--- src/rtl/shift_frame_ctrl.sv ---
// Serial framer that loads a byte into a downstream 8-bit shift register and frames its MSB stream
// as start / data / optional parity / stop bits on ser_out.
module shift_frame_ctrl #(
  parameter int unsigned CLKS_PER_BIT = 16,
  parameter int unsigned PARITY_EN    = 1,
  parameter int unsigned PARITY_ODD   = 0,
  parameter int unsigned STOP_BITS    = 1,
  parameter int unsigned SHIFT_FILL   = 0
) (
  input  logic       ck,
  input  logic       clr,
  input  logic [7:0] data_in,
  input  logic       in_valid,
  output logic       in_ready,
  input  logic       q_msb,
  output logic [7:0] reg_d,
  output logic       reg_ld,
  output logic       reg_shl,
  output logic       reg_shin,
  output logic       reg_clr,
  output logic       ser_out,
  output logic       busy,
  output logic       frame_done
);

  localparam int unsigned STOP_CLKS = STOP_BITS * CLKS_PER_BIT;
  localparam int unsigned BAUD_W    = (STOP_CLKS > 1) ? $clog2(STOP_CLKS) : 1;
  localparam logic [BAUD_W-1:0] BIT_LAST  = BAUD_W'(CLKS_PER_BIT - 1);
  localparam logic [BAUD_W-1:0] STOP_LAST = BAUD_W'(STOP_CLKS - 1);

  typedef enum logic [2:0] {IDLE, LOAD, START, DATA, PARITY, STOP} state_t;

  state_t            state_q, state_d;
  logic [BAUD_W-1:0] baud_q, baud_d;
  logic [2:0]        bit_q, bit_d;
  logic              par_q, par_d;
  logic [7:0]        data_q, data_d;
  logic              bit_end;

  assign bit_end = (baud_q == BIT_LAST);

  // State and counter registers
  always_ff @(posedge ck) begin
    if (clr) begin
      state_q <= IDLE;
      baud_q  <= '0;
      bit_q   <= '0;
      par_q   <= 1'b0;
      data_q  <= '0;
    end else begin
      state_q <= state_d;
      baud_q  <= baud_d;
      bit_q   <= bit_d;
      par_q   <= par_d;
      data_q  <= data_d;
    end
  end

  // Next-state logic; the baud counter restarts on every state change
  always_comb begin
    state_d = state_q;
    baud_d  = baud_q + BAUD_W'(1);
    bit_d   = bit_q;
    par_d   = par_q;
    data_d  = data_q;
    case (state_q)
      IDLE: begin
        baud_d = '0;
        if (in_valid) begin
          data_d  = data_in;
          bit_d   = '0;
          par_d   = 1'b0;
          state_d = LOAD;
        end
      end
      LOAD: begin
        baud_d  = '0;
        state_d = START;
      end
      START: begin
        if (bit_end) begin
          baud_d  = '0;
          state_d = DATA;
        end
      end
      DATA: begin
        if (bit_end) begin
          baud_d = '0;
          par_d  = par_q ^ q_msb;
          bit_d  = bit_q + 3'd1;
          if (bit_q == 3'd7) begin
            state_d = (PARITY_EN != 0) ? PARITY : STOP;
          end
        end
      end
      PARITY: begin
        if (bit_end) begin
          baud_d  = '0;
          state_d = STOP;
        end
      end
      STOP: begin
        if (baud_q == STOP_LAST) begin
          baud_d  = '0;
          state_d = IDLE;
        end
      end
      default: begin
        baud_d  = '0;
        state_d = IDLE;
      end
    endcase
  end

  // Output decode from registered state and counters
  always_comb begin
    in_ready   = (state_q == IDLE);
    busy       = (state_q != IDLE);
    reg_ld     = (state_q == LOAD);
    reg_shl    = (state_q == DATA) && bit_end;
    frame_done = (state_q == STOP) && (baud_q == STOP_LAST);
    reg_d      = data_q;
    reg_shin   = 1'(SHIFT_FILL);
    case (state_q)
      START:   ser_out = 1'b0;
      DATA:    ser_out = q_msb;
      PARITY:  ser_out = par_q ^ 1'(PARITY_ODD);
      default: ser_out = 1'b1;
    endcase
  end

  // Clearing the register at frame end leaves it zeroed for the next load
  assign reg_clr = clr | frame_done;

endmodule

--- config.mk ---
export PLATFORM = sky130hd
export DESIGN_NAME = shift_frame_ctrl
export DESIGN_NICKNAME = d
export VERILOG_FILES = /design/src/rtl/shift_frame_ctrl.sv
export SDC_FILE = /design/constraint.sdc
export NUM_CORES = 1
export LEC_CHECK = 0
export ABC_AREA = 1
export CAP_MARGIN = 25
export CORE_MARGIN = 2
export CORE_UTILIZATION = 45
export CTS_CLUSTER_SIZE = 30
export DETAILED_ROUTE_END_ITERATION = 7
export PLACE_DENSITY = 0.85
export RECOVER_POWER = 25
export SLEW_MARGIN = 25
export SYNTH_ARGS = -nofsm -noshare
export SYNTH_HDL_FRONTEND = slang
export SYNTH_SLANG_ARGS = --single-unit
--- constraint.sdc ---
create_clock -name ck -period 2.3 [get_ports ck]
set_input_delay 0.23 -clock ck [delete_from_list [all_inputs] [get_ports ck]]
set_output_delay 0.23 -clock ck [all_outputs]
set_load 0.005 [all_outputs]
==> results.cfg <==
[run_status]
status = finished, final reports clean

[worst_setup_path]
required_ps = 2070
r2r_start = state_q[0]
critPathArrivalTime_ps = 1900
critPathKind = reg2out
critPathLaunchType = register
cp-end-kind = output pin
path_max_fanout = 6
startpoint = baud_q[0]

[route]
first_iter_violations = 20
drc = 0
wl_per_cell_um = 11.6
via_per_inst = 5.04
vias = 937
wl_um = 2160
ant_nets = 0
drt_first_pass_iters = 4

[placed_design]
place_congestion = 0.878
port_buffers = 26
dpl_cell_area_um2 = 1270
dp_hpwl_um = 1710

[clock_tree]
cts_hold_buf = 0
cts-resized-gates = 0
cts.sinks = 19
path_clk_slew_ps = 110
cts_buffers = 3
ctsRootBufferMaster = clkbuf_4
post_cts_buffers = 0
cts_tree = yes
cts_htree_levels = 1
worstSkewPairLatency_ps = 290
cts_buffer_depth = 2

[power_and_ir_drop]
power_density_nw_per_um2 = 995
p_leak_nw = 0.533
peakVddDrop_mv = 0.581

[global_routing]
grt_pass1_wl_um = 3670
grt_pass1_vias = 914
grt-ovfl-total = 0
gr-usage-all-layers_pct = 18.4
grt_antenna_before_repair = 0
grt_max_degree = 12

[worst_hold_path]
hp-class = reg2reg
min-delay-start = baud_q[0]

[sta]
max_freq_mhz = 469
hold_viol = 0
hold-worst-slack_ps = 459
rsz0062_at_grt = false
drv_slew = 0
setup_violations = 0
finClkSkew_ps = 1.17
fin_tns_setup_ps = 0
period_share_pct = 92.7
period_needed_ps = 2130

[synthesis]
ys_seq_elements = 19
ys_types = 27
netlist_top_cells_area = dfxtp_1 (39%), nand2_1 (11%), nand3_1 (8.2%)
yosysSeqAreaShare_pct = 38.9
synth_edf_count = 0
ys_warn_count = 0
syn_area_um2 = 978
syn_inst = 130
async_flop_share_pct = 0
synth_nets = 145
syn_area_per_cell_um2 = 7.53
dominantRegCellSynth = dfxtp_1
synthTopCellsByCount = nand2_1 (28), dfxtp_1 (19), nand3_1 (16)
yosysMostFrequentCell = nand2_1
synth_top_area_share_pct = 38.9
yosys.area.top_type = dfxtp_1

[die]
start_util_pct = 48.9
fp.dieArea_um2 = 2560
die_h_um = 50.6
rows = 16
num_io_pins = 28
die_w_um = 50.6
coreArea_um2 = 2000

[cells_and_area]
fin_nets = 175
insertedDiodeCount = 0
fin_area_um2 = 1280
layout-area-overhead-vs-synth_pct = 30.4
layout-drive-gt1-share_pct = 13.8
fin_util_pct = 63.7

[job]
drv_cap = 0
-- where the power goes --
group / leakage [nW] / internal [mW] / total [mW] / switching (mW)
clock: 0.0177 / 0.0647 / 0.167 / 0.103
sequential: 0.155 / 0.393 / 0.455 / 0.0615
combinational: 0.361 / 0.288 / 0.648 / 0.360
total: 0.533 / 0.746 / 1.27 / 0.524
-- final cells by class --
cell class              count  area, um2
clock buffers               3       22.5
clock inverters             1       5.00
fillers                   172        726
inverters                  13       53.8
multi-input cells          95        505
flip-flops and latches     19        380
well taps                  27       33.8
repair buffers             28        275
-- worst max-delay path, cell delays in order (launching register included) --
cell	delay (ps)
dfxtp_1	370
ha_1	190
nand3_1	240
o21ai_0	260
clkdlybuf4s50_1	540
-- registers in the layout, indices dropped and copies added (netlist names) --
name     flops
reg_d        8
baud_q       4
bit_q        3
state_q      3
par_q        1
-- final timing paths --
check                                  to  slack, ps  cells past startpoint
worst max-delay path              reg_clr        170                      4
worst min-delay path            baud_q[0]        460                      1
worst max register to register   reg_d[1]        770                      6
worst min register to register  baud_q[0]        460                      1
-- metal layers --
layer	global-route usage [%]	wire length [um]	share of wire, %	vias to the layer above
met5	0	0	0	-
li1	-	-	-	474
met1	20.9	942	44	429
met2	34.6	1080	50	32
met4	4.50	13	0.60	0
met3	3.87	125	5.8	2
-- placed cells by master, fill, tap and decap left out --
master           instances
nand2_2                  4
inv_4                    2
o21ai_0                  3
a21oi_2                  2
clkdlybuf4s50_1         26
nand2_4                  1
nand3_1                 17
xor2_1                   1
nand4_1                  1
buf_4                    2
nand3b_1                 1
inv_2                    1
xnor2_1                  1
nor2_2                   1
nor3_1                   1
nand2_1                 30
nor2_1                  11
inv_1                   10
nand3_2                  3
nor2_4                   2
conb_1                   1
clkinv_2                 1
or2_1                    1
dfxtp_1                 19
ha_1                     3
clkbuf_4                 3
a21oi_1                 11
-- kinds of logic after synthesis --
kind of cell	after synthesis	synth area share [%]
AOI/OAI and AO/OA	16	8.95
xor gates and xnor gates	2	1.79
adders and majority gates	3	3.84
buffers and inverters	16	7.16
DFF	19	38.9
other	1	0.383
and+or+nand+nor	73	39.0
-- stage by stage --
step | total power [mW] | std cells | setup WS (ps)
after floorplan | 0.879 | 130 | 1110
after global placement | 1.10 | 182 | 565
after detailed placement | 1.12 | 182 | 544
after CTS | 1.29 | 186 | 189
after global routing | 1.38 | 186 | 26.7
final | 1.27 | 186 | 169
Power figures use the tool's default switching activity.
